## src/rtl/muldiv_unit_pkg.sv

```systemverilog
// muldiv_unit_pkg
// Shared definitions for the iterative M-extension multiply/divide unit:
// op bit indices of the one-hot select, FSM state encoding, fixed latency,
// iteration bound and the quotient returned on a zero divisor.
package muldiv_unit_pkg;

  localparam int MD_XLEN = 32;
  localparam int OP_W    = 8;

  localparam int OP_MUL    = 0;
  localparam int OP_MULH   = 1;
  localparam int OP_MULHSU = 2;
  localparam int OP_MULHU  = 3;
  localparam int OP_DIV    = 4;
  localparam int OP_DIVU   = 5;
  localparam int OP_REM    = 6;
  localparam int OP_REMU   = 7;

  // Cycles from the accepting edge to the cycle in which done is high.
  localparam int LATENCY = 34;

  // Counter value on the last of the 32 CALC iterations.
  localparam logic [5:0] ITER_LAST = 6'd31;

  localparam logic [31:0] DIV_ZERO_Q = 32'hFFFF_FFFF;

  typedef enum logic [1:0] {
    ST_IDLE = 2'd0,
    ST_CALC = 2'd1,
    ST_FIX  = 2'd2,
    ST_DONE = 2'd3
  } state_t;

  // True when exactly one op select bit is set.
  function automatic logic is_onehot(input logic [OP_W-1:0] v);
    return (v != '0) && ((v & (v - 8'd1)) == '0);
  endfunction

endpackage

```

## src/rtl/muldiv_unit_if.sv

```systemverilog
// muldiv_unit_if
// Request/response bundle between the issue stage and the multiply/divide unit.
//   start, op, rs1_val, rs2_val, rd_in, flush : request side (master drives)
//   busy, done, result, rd_out                : response side (slave drives)
interface muldiv_unit_if;
  import muldiv_unit_pkg::*;

  logic               start;
  logic [OP_W-1:0]    op;
  logic [MD_XLEN-1:0] rs1_val;
  logic [MD_XLEN-1:0] rs2_val;
  logic [4:0]         rd_in;
  logic               flush;
  logic               busy;
  logic               done;
  logic [MD_XLEN-1:0] result;
  logic [4:0]         rd_out;

  modport master (
    output start, op, rs1_val, rs2_val, rd_in, flush,
    input  busy, done, result, rd_out
  );

  modport slave (
    input  start, op, rs1_val, rs2_val, rd_in, flush,
    output busy, done, result, rd_out
  );

endinterface

```

## src/rtl/muldiv_step.sv

```systemverilog
// muldiv_step
// One combinational iteration on magnitudes, operating on a {hi, lo} pair.
//   is_div  : 1 = restoring-divide step, 0 = shift-add multiply step
//   hi, lo  : multiply: partial product high half / remaining multiplier bits
//             divide:   partial remainder / dividend bits becoming quotient bits
//   m       : multiplicand magnitude (multiply) or divisor magnitude (divide)
//   hi_next, lo_next : pair after this iteration
module muldiv_step #(
  parameter int W = 32
) (
  input  logic         is_div,
  input  logic [W-1:0] hi,
  input  logic [W-1:0] lo,
  input  logic [W-1:0] m,
  output logic [W-1:0] hi_next,
  output logic [W-1:0] lo_next
);

  logic [W:0] sum;
  logic [W:0] shifted;
  logic [W:0] diff;

  // The partial remainder always stays below the divisor, so the W+1 bit
  // difference has its top bit set exactly when the trial subtract borrows.
  always_comb begin
    sum     = {1'b0, hi} + (lo[0] ? {1'b0, m} : '0);
    shifted = {hi, lo[W-1]};
    diff    = shifted - {1'b0, m};
    if (is_div) begin
      hi_next = diff[W] ? shifted[W-1:0] : diff[W-1:0];
      lo_next = {lo[W-2:0], ~diff[W]};
    end else begin
      hi_next = sum[W:1];
      lo_next = {sum[0], lo[W-1:1]};
    end
  end

endmodule

```

## src/rtl/muldiv_unit.sv

```systemverilog
// muldiv_unit
// Iterative RV32 M-extension unit: 32 CALC iterations, one FIX cycle for sign
// correction, then a one-cycle DONE pulse; fixed latency for every op.
//   clk, rst_n : clock and asynchronous active-low reset
//   bus        : request/response bundle (slave side)
module muldiv_unit
  import muldiv_unit_pkg::*;
#(
  parameter int XLEN = 32
) (
  input  logic         clk,
  input  logic         rst_n,
  muldiv_unit_if.slave bus
);

  state_t            state, state_next;
  logic [5:0]        count;
  logic [XLEN-1:0]   hi, lo, m;
  logic [XLEN-1:0]   hi_step, lo_step;
  logic [XLEN-1:0]   result_q;
  logic [OP_W-1:0]   op_q;
  logic [4:0]        rd_q;
  logic              neg_a, neg_b, b_zero;

  logic              accept;
  logic              in_div, in_signed_a, in_signed_b, in_neg_a, in_neg_b;
  logic [XLEN-1:0]   mag_a, mag_b;
  logic [2*XLEN-1:0] prod_fixed;
  logic [XLEN-1:0]   quo_fixed, rem_fixed, fix_value;
  logic              busy_c, done_c;
  logic [XLEN-1:0]   result_c;
  logic [4:0]        rd_c;

  assign accept = (state == ST_IDLE) && bus.start && !bus.flush && is_onehot(bus.op);

  // Decode signedness of the incoming request and take operand magnitudes.
  // mul is treated as signed*signed; its low half is identical either way.
  always_comb begin
    in_div      = |bus.op[OP_REMU:OP_DIV];
    in_signed_a = bus.op[OP_MUL] | bus.op[OP_MULH] | bus.op[OP_MULHSU] |
                  bus.op[OP_DIV] | bus.op[OP_REM];
    in_signed_b = bus.op[OP_MUL] | bus.op[OP_MULH] | bus.op[OP_DIV] | bus.op[OP_REM];
    in_neg_a    = in_signed_a & bus.rs1_val[XLEN-1];
    in_neg_b    = in_signed_b & bus.rs2_val[XLEN-1];
    mag_a       = in_neg_a ? -bus.rs1_val : bus.rs1_val;
    mag_b       = in_neg_b ? -bus.rs2_val : bus.rs2_val;
  end

  muldiv_step #(.W(XLEN)) u_step (
    .is_div  (|op_q[OP_REMU:OP_DIV]),
    .hi      (hi),
    .lo      (lo),
    .m       (m),
    .hi_next (hi_step),
    .lo_next (lo_step)
  );

  // State register.
  always_ff @(posedge clk or negedge rst_n) begin
    if (!rst_n) state <= ST_IDLE;
    else        state <= state_next;
  end

  // Next-state logic; flush aborts only while the work is still in progress.
  always_comb begin
    state_next = state;
    case (state)
      ST_IDLE: if (accept) state_next = ST_CALC;
      ST_CALC: begin
        if (bus.flush)               state_next = ST_IDLE;
        else if (count == ITER_LAST) state_next = ST_FIX;
      end
      ST_FIX:  state_next = bus.flush ? ST_IDLE : ST_DONE;
      ST_DONE: state_next = ST_IDLE;
      default: state_next = ST_IDLE;
    endcase
  end

  // Operand capture, iteration and result latching. Multiply keeps the
  // multiplier in lo; divide keeps the dividend there so quotient bits shift in.
  always_ff @(posedge clk or negedge rst_n) begin
    if (!rst_n) begin
      count    <= '0;
      hi       <= '0;
      lo       <= '0;
      m        <= '0;
      op_q     <= '0;
      rd_q     <= '0;
      neg_a    <= 1'b0;
      neg_b    <= 1'b0;
      b_zero   <= 1'b0;
      result_q <= '0;
    end else if (accept) begin
      count  <= '0;
      hi     <= '0;
      lo     <= in_div ? mag_a : mag_b;
      m      <= in_div ? mag_b : mag_a;
      op_q   <= bus.op;
      rd_q   <= bus.rd_in;
      neg_a  <= in_neg_a;
      neg_b  <= in_neg_b;
      b_zero <= (bus.rs2_val == '0);
    end else if (state == ST_CALC) begin
      hi    <= hi_step;
      lo    <= lo_step;
      count <= count + 6'd1;
    end else if (state == ST_FIX) begin
      result_q <= fix_value;
    end
  end

  // Sign fixup. A zero divisor needs an explicit quotient override; the
  // remainder path already yields rs1_val, and signed overflow falls out of
  // the two's-complement negation naturally.
  always_comb begin
    prod_fixed = (neg_a ^ neg_b) ? -{hi, lo} : {hi, lo};
    quo_fixed  = b_zero ? DIV_ZERO_Q : ((neg_a ^ neg_b) ? -lo : lo);
    rem_fixed  = neg_a ? -hi : hi;
    if (op_q[OP_MUL])
      fix_value = prod_fixed[XLEN-1:0];
    else if (op_q[OP_MULH] | op_q[OP_MULHSU] | op_q[OP_MULHU])
      fix_value = prod_fixed[2*XLEN-1:XLEN];
    else if (op_q[OP_DIV] | op_q[OP_DIVU])
      fix_value = quo_fixed;
    else
      fix_value = rem_fixed;
  end

  // Outputs depend on state only, so reset clears them immediately.
  always_comb begin
    busy_c   = (state != ST_IDLE);
    done_c   = (state == ST_DONE);
    result_c = done_c ? result_q : '0;
    rd_c     = done_c ? rd_q : '0;
  end

  assign bus.busy   = busy_c;
  assign bus.done   = done_c;
  assign bus.result = result_c;
  assign bus.rd_out = rd_c;

endmodule

```

## src/flat_wrapper.sv

```systemverilog
// flat-port wrapper written by rule: the top's interface ports become plain ports
module muldiv_unit_flat import muldiv_unit_pkg::*;
#(
  parameter int XLEN = 32
)
  (clk, rst_n, bus_start, bus_op, bus_rs1_val, bus_rs2_val, bus_rd_in, bus_flush, bus_busy, bus_done, bus_result, bus_rd_out);
  muldiv_unit_if bus_i ();
  input  logic clk;
  input  logic rst_n;
  input wire logic [$bits(bus_i.start)-1:0] bus_start;
  input wire logic [$bits(bus_i.op)-1:0] bus_op;
  input wire logic [$bits(bus_i.rs1_val)-1:0] bus_rs1_val;
  input wire logic [$bits(bus_i.rs2_val)-1:0] bus_rs2_val;
  input wire logic [$bits(bus_i.rd_in)-1:0] bus_rd_in;
  input wire logic [$bits(bus_i.flush)-1:0] bus_flush;
  output wire logic [$bits(bus_i.busy)-1:0] bus_busy;
  output wire logic [$bits(bus_i.done)-1:0] bus_done;
  output wire logic [$bits(bus_i.result)-1:0] bus_result;
  output wire logic [$bits(bus_i.rd_out)-1:0] bus_rd_out;
  assign bus_i.start = bus_start;
  assign bus_i.op = bus_op;
  assign bus_i.rs1_val = bus_rs1_val;
  assign bus_i.rs2_val = bus_rs2_val;
  assign bus_i.rd_in = bus_rd_in;
  assign bus_i.flush = bus_flush;
  assign bus_busy = bus_i.busy;
  assign bus_done = bus_i.done;
  assign bus_result = bus_i.result;
  assign bus_rd_out = bus_i.rd_out;
  muldiv_unit #(.XLEN(XLEN)) u_core (.clk(clk), .rst_n(rst_n), .bus(bus_i));
endmodule
```

## config.mk

```make
export PLATFORM = sky130hd
export DESIGN_NAME = muldiv_unit_flat
export DESIGN_NICKNAME = d
export VERILOG_FILES = /design/src/rtl/muldiv_unit_pkg.sv /design/src/rtl/muldiv_unit_if.sv /design/src/rtl/muldiv_step.sv /design/src/rtl/muldiv_unit.sv /design/src/flat_wrapper.sv
export SDC_FILE = /design/constraint.sdc
export NUM_CORES = 1
export LEC_CHECK = 0
export CELL_PAD_IN_SITES_DETAIL_PLACEMENT = 0
export CELL_PAD_IN_SITES_GLOBAL_PLACEMENT = 1
export CORE_ASPECT_RATIO = 0.8
export CORE_MARGIN = 1
export CORE_UTILIZATION = 45
export CTS_BUF_LIST = sky130_fd_sc_hd__clkbuf_16
export CTS_CLUSTER_SIZE = 20
export DETAILED_ROUTE_END_ITERATION = 8
export GPL_ROUTABILITY_DRIVEN = 1
export PLACE_DENSITY_LB_ADDON = 0.1
export SLEW_MARGIN = 20
export SYNTH_ARGS = -nofsm -noshare
export SYNTH_HDL_FRONTEND = slang
export SYNTH_SLANG_ARGS = --single-unit
```

## constraint.sdc

```tcl
create_clock -name clk -period 4.5 [get_ports clk]
set_input_delay 0.9 -clock clk [delete_from_list [all_inputs] [get_ports clk]]
set_output_delay 0.9 -clock clk [all_outputs]
set_load 0.01 [all_outputs]
```

# [Yosys cells after proc, flatten, opt, wreduce, memory -nomap -nowiden]
# Index checks and enable logic that the tools add are counted.
[word_totals] ff_bits=152 inputBits=81 wordCells=85
[classes] n_addsub=9 n_eq_ne=6 muxes=28 bitwise_logic=16 n_reduce_logical=15
[op_table] op="$mux W32" n=19
[op_table] op="$neg A32 Y32" n=4
[op_table] op="$mux W64" n=1
[op_table] op="$neg A64 Y64" n=1
[op_table] op="$add A32 B33 Y33" n=1
[op_table] op="$sub A33 B32 Y33" n=1
[op_table] op="$logic_not A32 Y1" n=1
[op_table] op="$mux W6" n=2
[op_table] op="$or A1 B1 Y1" n=9
[op_table] op="$and A8 B8 Y8" n=1
[op_table] op="$logic_not A8 Y1" n=1
[op_table] op="$mux W2" n=4
[op_table] op="$pmux W2 S4" n=1
[op_table] op="$reduce_bool A8 Y1" n=1
[op_table] op="$reduce_or A4 Y1" n=2
[op_table] op="$sub A8 B1 Y8 const B" n=1
[op_table] op="$add A6 B1 Y6 const B" n=1
[op_table] op="$eq A6 B5 Y1 const B" n=1
[op_table] op="$mux W5" n=1
[op_table] op="$eq A2 B2 Y1 const B" n=2
[op_table] op="$logic_and A1 B1 Y1" n=4
[op_table] op="$reduce_bool A2 Y1" n=2
[op_table] op="$ne A3 B2 Y1 const B" n=1
[op_table] op="$not A1 Y1" n=3
[op_table] op="other kinds (8)" n=9

# [Logic depth before layout (Yosys ltp)]
# Gate-level depths: netlist of run 1.
[logic_depth] word_depth=8 ltp_mapped=14

# [By module]
# Synthesis of run 1 repeated with hierarchy kept, for this count alone.
[unflattened] hier_cells=2185 area_unflattened_um2=16518.3
[modules_own_cells] mod="muldiv_unit" n_inst=1 cells_per_inst=1497 area_per_inst_um2=11697.5
[modules_own_cells] mod="muldiv_step" n_inst=1 cells_per_inst=688 area_per_inst_um2=4820.9

# [Worst setup path after synthesis of run 1]
# Ideal clock, no wire load.
[synth_timing] kind="input port to flip-flop" start="input bus_rs1_val[4]" end="register u_core.lo[26]" t_arrival_ps=3242 slack_ps=1159 cell_stages=10 n_path_buf=1 cell_sequence="or3_1 > or3b_2 > clkbuf_1 > nor3b_1 > nand3_1 > o41ai_1 > xor2_1 > and2_1 > o21ba_2 > a311oi_1"
[synth_via] elab_chain_cells=4
[synth_rtl] element="start: declaration" line_no="flat_wrapper.sv:12" text="input wire logic [$bits(bus_i.rs1_val)-1:0] bus_rs1_val;"
[synth_rtl] element="$neg A32 Y32" line_no="muldiv_unit.sv:45" text="mag_a = in_neg_a ? -bus.rs1_val : bus.rs1_val;"
[synth_rtl] element="$mux W32" line_no="muldiv_unit.sv:45"
[synth_rtl] element="$mux W32" line_no="muldiv_unit.sv:96" text="lo <= in_div ? mag_a : mag_b;"
[synth_rtl] element="$mux W32" line_no="muldiv_unit.sv:93" text="end else if (accept) begin"
[synth_rtl] element="end signal: assignment" line_no="muldiv_unit.sv:96"
[synth_rtl] element="end signal: assignment" line_no="muldiv_unit.sv:105" text="lo <= lo_step;"
[synth_rtl] element="end: declaration" line_no="muldiv_unit.sv:18" text="logic [XLEN-1:0] hi, lo, m;"
# No other way between the ends.
# A chain may end at the register's enable or synchronous reset.

# [Final worst setup path of run 1]
[layout_timing] start="register u_core.lo[0]" end="register u_core.hi[31]"
[layout_via] elab_chain_cells=5
[layout_rtl] element="$mux W32" line_no="muldiv_step.sv:26" text="sum = {1'b0, hi} + (lo[0] ? {1'b0, m} : '0);"
[layout_rtl] element="$add A32 B33 Y33" line_no="muldiv_step.sv:26"
[layout_rtl] element="$mux W32" line_no="muldiv_step.sv:29" text="if (is_div) begin"
[layout_rtl] element="$mux W32" line_no="muldiv_unit.sv:103" text="end else if (state == ST_CALC) begin"
[layout_rtl] element="$mux W32" line_no="muldiv_unit.sv:93"
[layout_rtl] element="end signal: assignment" line_no="muldiv_unit.sv:104" text="hi <= hi_step;"
[layout_rtl] element="end: declaration" line_no="muldiv_unit.sv:18"
# No other way between the ends. The select of a mux whose other input is x is not followed.

==> impl_metrics.py, run 1 <==
metrics = {
    "synth": {
        "synth_area_per_cell_um2": 7.51,
        "async_reset_ff_frac": 1.00,
        "ys.flop_type": "dfrtp_1",
        "ys_ff_latch": 152,
        "yosysMostFrequentCell": "nand2_1",
        "ys_warn_count": 0,
        "synth.distinct_cells": 80,
        "synth_edf_count": 0,
        "ys_seq_area_frac": 0.251,
        "syn_inst": 2018,
        "yosys.area.top_type": "dfrtp_1",
        "synth_area_leaders": "dfrtp_1 (25%), a21oi_1 (6.2%), o21ai_0 (5.8%)",
        "synth_fp_nets": 2170,
        "netlist_area_um2": 15200,
        "synth_top_area_share": 0.251,
        "synth_commonest_cells": "nand2_1 (219), a21oi_1 (189), nor2_1 (188)",
    },
    "clock_tree": {
        "cts.clk_slew.worst_paths_ns": 0.08,
        "cts_made_buffers": 17,
        "cts_tree": "built",
        "cts_sinks": 152,
        "cts-htree-levels": 4,
        "clock-root-buffer": "clkbuf_16",
        "cts_resized": 0,
        "clk_latency_ns": 0.46,
        "postCtsSetupRepairBufs": 0,
        "ctsHoldBuffers": 0,
        "cts_buffer_depth": 2,
    },
    "critical_path": {
        "reg2reg_depth": 13,
        "worstReg2RegStart": "u_core.lo[0]$_DFFE_PN0P_",
        "path_class": "flop to flop",
        "crit_top_cell": "o21ai_0",
        "startpoint_type": "flop",
        "critical_path_arrival_ns": 4.25,
        "crit_chain": "inv_1, buf_4, nor2_1, ha_1, a21oi_1, o21ai_0, a221oi_1, o21ai_0, a31oi_1, o21ai_0, a2111oi_0, or3_1, a311oi_1",
        "critPathMaxStageDelay_ns": 0.68,
        "r2r-end": "u_core.hi[31]$_DFFE_PN0P_",
        "cp_slowest_cell": "a2111oi_0",
        "cp-endpoint": "u_core.hi[31]$_DFFE_PN0P_",
        "required_ns": 4.80,
        "r2r_setup_slack_ns": 0.55,
        "end_kind": "flop",
        "crit_start": "u_core.lo[0]$_DFFE_PN0P_",
        "crit_fanout": 16,
    },
    "route": {
        "wl_per_cell_um": 22.0,
        "dr.pass1.iters": 6,
        "wl_um": 55400,
        "vias": 15733,
        "via_per_inst": 6.26,
        "ant_nets": 0,
        "drt_first_iter_violations": 1595,
        "drc_errors": 0,
    },
    "timing": {
        "rsz0062_at_grt": "no",
        "fmax_ghz": 0.253,
        "finalHoldViolCount": 0,
        "tightest_slew_ns": 1.01,
        "slew_viol_final": 0,
        "finalCritPeriodShare": 0.879,
        "slew_headroom": 0.328,
        "setup_viol": 0,
        "finalCriticalPeriod_ns": 3.95,
        "finClkSkew_ns": 0.0136,
        "fin_tns_setup_ns": 0,
    },
    "pwr": {
        "internal_power_mw": 5.06,
        "p_sw_frac": 0.520,
        "pwr-share-seq": 0.241,
        "p_sw_mw": 5.49,
        "leakagePower_nw": 7.37,
        "power_mw": 10.6,
        "max-vdd-ir-drop_mv": 0.343,
        "pwr-share-comb": 0.620,
        "pwr_density_cell_nw_per_um2": 606,
        "clkPwrFrac": 0.139,
    },
    "finish": {
        "drive_gt1_frac": 0.0743,
        "antenna_cells": 0,
        "area_delta_synth_final_pct": 15.0,
        "regArea_um2": 3800,
        "multi_input_area_um2": 10600,
        "fill_cells": 3268,
        "fin_nets": 2226,
    },
    "floorplan": {
        "initial_utilization": 0.461,
        "die_w_um": 207,
        "core_um2": 32900,
        "num_rows": 59,
        "pin_count": 120,
        "dieArea_um2": 34400,
        "die_h_um": 166,
    },
    "grt": {
        "grt_use_total": 0.322,
        "grt_pass1_vias": 14608,
        "grt_overflow": 0,
        "grt_max_degree": 129,
        "grt_pass1_wl_um": 86300,
        "antenna_found_initial": 0,
    },
    "min_path": {
        "min_path_type": "input port to asynchronous set/reset pin",
    },
    "placed_design": {
        "place_congestion": 0.955,
        "dpl.hpwl_um": 42800,
        "port_buffers": 119,
    },
    "outcome": {
        "status": "complete, no violations",
    },
    "job": {
        "maxCapViolCount": 0,
    },
}
==> cells in the final DEF (no fill, tap or decap), types with 45 or more instances in the layout <==
cell type,netlist,final
dfrtp_1,152,152
and3_1,45,45
nor2_1,188,188
buf_4,0,60
o21ai_0,177,177
xor2_1,80,79
nor3_1,51,49
xnor2_1,98,97
nand2_1,219,219
clkdlybuf4s50_1,0,118
a21oi_1,189,189
ha_1,69,69
inv_1,64,65
==> power by group through the flow <==
stage | sequential (mW) | clock (mW) | combinational, mW
finish | 2.54 | 1.46 | 6.55
floorplan | 2.07 | 0 | 4.79
global placement | 2.52 | 0 | 6.34
global route | 2.60 | 1.53 | 7.13
CTS | 2.50 | 1.48 | 6.42
detailed placement | 2.53 | 0 | 6.37
==> final cells by class <==
cell class	count	area share
inverter	64	0.0138
clock inverter	15	0.00883
tap	427	0.0307
multi-input combinational	1658	0.607
timing repair buffer	181	0.0966
sequential	152	0.218
clock buffer	17	0.0244
==> sequential cells by signal (all words and copies together) (netlist names) <==
name,flops
u_core.op_q,8
u_core.neg_b,1
u_core.neg_a,1
u_core.state,2
u_core.b_zero,1
u_core.m,32
u_core.result_q,32
u_core.hi,32
u_core.lo,32
u_core.rd_q,5
u_core.count,6
==> worst max-delay path, delay by kind of cell, from the launching register on <==
kind | cells | cell delay (ns)
fa+ha+maj | 1 | 0.31
flops | 1 | 0.52
buf+inv | 2 | 0.34
simple gates | 2 | 0.36
compound gates | 8 | 2.26
==> logic make-up (layout without fill, tap and decap cells) <==
family | after synthesis | in the layout | synth area share
XOR/XNOR | 178 | 178 | 0.103
buffers and inverters | 208 | 277 | 0.0531
flip-flops | 152 | 152 | 0.251
AND/OR/NAND/NOR | 707 | 707 | 0.228
multiplexers | 44 | 44 | 0.0303
AO/OA/AOI/OAI | 657 | 657 | 0.274
adder cells (fa/ha/maj) | 72 | 72 | 0.0603
==> metal layers <==
metal,global-route usage,share of wire,wire length (um)
met5,0,0,0
met3,0.0567,0.081,4500
met1,0.467,0.47,25800
met2,0.489,0.43,23600
met4,0.0938,0.027,1470
==> through the flow <==
step	hold WS (ns)	instance area, um2	setup slack, ns	utilization	instances
5_1_grt	0.510	17400	0.339	0.530	2514
6_report	0.467	17400	0.547	0.530	2514
3_3_place_gp	0.455	16800	0.461	0.513	2482
2_1_floorplan	0.443	15200	1.16	-	2018
4_1_cts	0.486	17400	0.696	0.530	2514
3_5_place_dp	0.469	16800	0.438	0.513	2482
==> worst min path at each step <==
stage | startpoint | to | slack [ns]
global route | u_core.result_q[11]$_DFFE_PN0P_ | u_core.result_q[11]$_DFFE_PN0P_ | 0.51
global placement | u_core.result_q[23]$_DFFE_PN0P_ | u_core.result_q[23]$_DFFE_PN0P_ | 0.46
floorplan | u_core.result_q[0]$_DFFE_PN0P_ | u_core.result_q[0]$_DFFE_PN0P_ | 0.44
finish | rst_n | u_core.rd_q[4]$_DFFE_PN0P_ | 0.47
detailed placement | u_core.result_q[2]$_DFFE_PN0P_ | u_core.result_q[2]$_DFFE_PN0P_ | 0.47
CTS | rst_n | u_core.rd_q[4]$_DFFE_PN0P_ | 0.49
Power figures use the tool's default switching activity.
==> inputs of run 2 (changes only) <==
--- a/config.mk
+++ b/config.mk
@@ -8,11 +8,11 @@
 export CELL_PAD_IN_SITES_DETAIL_PLACEMENT = 0
 export CELL_PAD_IN_SITES_GLOBAL_PLACEMENT = 1
 export CORE_ASPECT_RATIO = 0.8
-export CORE_MARGIN = 1
-export CORE_UTILIZATION = 45
+export CORE_UTILIZATION = 49
 export CTS_BUF_LIST = sky130_fd_sc_hd__clkbuf_16
 export CTS_CLUSTER_SIZE = 20
 export DETAILED_ROUTE_END_ITERATION = 8
+export DONT_BUFFER_PORTS = 1
 export GPL_ROUTABILITY_DRIVEN = 1
 export PLACE_DENSITY_LB_ADDON = 0.1
 export SLEW_MARGIN = 20
==> run 2 against run 1 <==
Combinational power fell by 1%. Non-clock buffer count fell by 128. Critical endpoint is now u_core.hi[9]$_DFFE_PN0P_. Clock skew rose by 0.0021 ns. Clock-buffer cell count did not move. Highest routed layer unchanged. Total power fell by 0.40%. Final cell count fell by 5.6%. Via count fell by 2.5%. Flip-flop and latch count did not move. Fmax fell by 1.3%.
==> impl_metrics.py, run 2 (synthesized netlist as in run 1, its figures left out) <==
metrics = {
    "outcome": {
        "status": "complete, no violations",
    },
    "floorplan": {
        "initial_utilization": 0.499,
        "dieArea_um2": 31600,
        "num_rows": 57,
        "pin_count": 120,
        "core_um2": 30400,
        "die_h_um": 159,
        "die_w_um": 199,
    },
    "critical_path": {
        "required_ns": 4.82,
        "reg2reg_depth": 13,
        "crit_fanout": 13,
        "startpoint_type": "flop",
        "critical_path_arrival_ns": 4.33,
        "path_class": "flop to flop",
        "worstReg2RegStart": "u_core.lo[31]$_DFFE_PN0P_",
        "end_kind": "flop",
        "r2r_setup_slack_ns": 0.49,
        "r2r-end": "u_core.hi[9]$_DFFE_PN0P_",
    },
    "route": {
        "drc_errors": 0,
        "dr.pass1.iters": 6,
        "wl_um": 53700,
        "via_per_inst": 6.46,
        "ant_nets": 0,
        "vias": 15332,
        "drt_first_iter_violations": 1630,
        "wl_per_cell_um": 22.7,
    },
    "timing": {
        "fin_tns_setup_ns": 0,
        "fmax_ghz": 0.250,
        "finalHoldViolCount": 0,
        "setup_viol": 0,
        "finClkSkew_ns": 0.0157,
        "tightest_slew_ns": 1.04,
        "slew_headroom": 0.307,
        "finalCriticalPeriod_ns": 4.01,
        "slew_viol_final": 0,
        "rsz0062_at_grt": "no",
        "finalCritPeriodShare": 0.890,
    },
    "clock_tree": {
        "clk_latency_ns": 0.46,
        "cts_tree": "built",
        "ctsHoldBuffers": 0,
        "cts_made_buffers": 17,
        "cts_resized": 0,
        "cts-htree-levels": 4,
        "cts.clk_slew.worst_paths_ns": 0.07,
        "cts_buffer_depth": 2,
        "clock-root-buffer": "clkbuf_16",
        "cts_sinks": 152,
        "postCtsSetupRepairBufs": 0,
    },
    "grt": {
        "grt_max_degree": 153,
        "antenna_found_initial": 0,
        "grt_overflow": 0,
        "grt_pass1_vias": 13766,
        "grt_use_total": 0.339,
        "grt_pass1_wl_um": 82100,
    },
    "placed_design": {
        "port_buffers": 0,
        "placed_area_um2": 15600,
        "place_congestion": 0.934,
        "dpl.hpwl_um": 41100,
    },
    "pwr": {
        "internal_power_mw": 5.01,
        "pwr_density_cell_nw_per_um2": 650,
        "pwr-share-comb": 0.617,
        "p_sw_frac": 0.523,
        "pwr-share-seq": 0.243,
        "max-vdd-ir-drop_mv": 0.426,
        "clkPwrFrac": 0.140,
        "leakagePower_nw": 6.87,
        "p_sw_mw": 5.50,
    },
    "finish": {
        "fill_cells": 3010,
        "antenna_cells": 0,
        "layout_common_cells": "nand2_1 (219), a21oi_1 (189), nor2_1 (188)",
        "area_delta_synth_final_pct": 6.70,
        "final_cell_area_um2": 16200,
        "drive_gt1_frac": 0.0745,
        "multi_input_area_um2": 10600,
        "fin_nets": 2098,
        "final_common_cell": "nand2_1",
        "regArea_um2": 3800,
    },
    "min_path": {
        "min_path_type": "input port to asynchronous set/reset pin",
    },
    "job": {
        "maxCapViolCount": 0,
    },
}
-- run 2: changes by cell type in the layout (fill, tap and decap cells not counted) --
| cell | previous run | this run |
|---|---|---|
| buf_4 | 60 | 51 |
| buf_6 | 1 | 0 |
| clkdlybuf4s50_1 | 118 | 0 |
| clkinv_8 | 2 | 5 |
| clkinvlp_4 | 0 | 1 |
| inv_1 | 65 | 64 |
| inv_6 | 5 | 4 |
| inv_8 | 5 | 3 |
-- run 2: per-stage QoR --
step | cells | total power, mW | utilization | setup slack (ns) | hold slack [ns]
floorplan | 2018 | 6.86 | - | 1.16 | 0.443
global placement | 2340 | 8.83 | 0.512 | 0.783 | 0.454
detailed placement | 2340 | 8.85 | 0.512 | 0.695 | 0.464
CTS | 2372 | 10.3 | 0.532 | 0.613 | 0.124
global route | 2372 | 11.2 | 0.532 | 0.296 | 0.113
finish | 2372 | 10.5 | 0.532 | 0.494 | 0.139
-- run 2: power groups by stage --
stage                     Clock (mW)  Sequential, mW  Combinational (mW)
after floorplan                    0            2.07                4.79
after global placement             0            2.53                6.31
after detailed placement           0            2.54                6.31
after CTS                       1.48            2.51                6.35
after global routing            1.54            2.60                7.04
final                           1.47            2.56                6.48
-- run 2: cell type report --
cell class	count	share of cell area
clock buffer	17	0.0263
clock inverter	15	0.0108
inverter	64	0.0149
multi-input combinational	1658	0.655
sequential	152	0.235
tap	413	0.0320
timing repair buffer	53	0.0262
-- run 2: routing by layer --
layer	track usage	share of wire	vias up
met5	0	0	-
li1	-	-	7217
met2	0.494	0.42	717
met1	0.510	0.47	7318
met3	0.0413	0.077	80
met4	0.123	0.035	0
-- run 2: worst max-delay path by stage --
stage | startpoint | to | slack [ns] | cells past startpoint
after floorplan | bus_rs1_val[4] | u_core.lo[26]$_DFFE_PN0P_ | 1.16 | 10
after global placement | u_core.lo[31]$_DFFE_PN0P_ | u_core.hi[9]$_DFFE_PN0P_ | 0.78 | 13
after detailed placement | u_core.lo[31]$_DFFE_PN0P_ | u_core.hi[9]$_DFFE_PN0P_ | 0.70 | 13
after CTS | u_core.lo[31]$_DFFE_PN0P_ | u_core.hi[9]$_DFFE_PN0P_ | 0.61 | 13
after global routing | u_core.lo[31]$_DFFE_PN0P_ | u_core.hi[9]$_DFFE_PN0P_ | 0.30 | 13
final | u_core.lo[31]$_DFFE_PN0P_ | u_core.hi[9]$_DFFE_PN0P_ | 0.49 | 13
-- run 2: critical path, stage by stage (launching register included) --
cell and delay [ns]:
dfrtp_1 0.51, inv_1 0.11, ha_1 0.21, fa_1 0.40
nor2b_1 0.19, o31ai_1 0.12, a31oi_1 0.36, o211ai_1 0.26
a211oi_2 0.53, o21ai_0 0.18, nand2_1 0.28, buf_4 0.29
o21ai_0 0.13, a221o_1 0.31
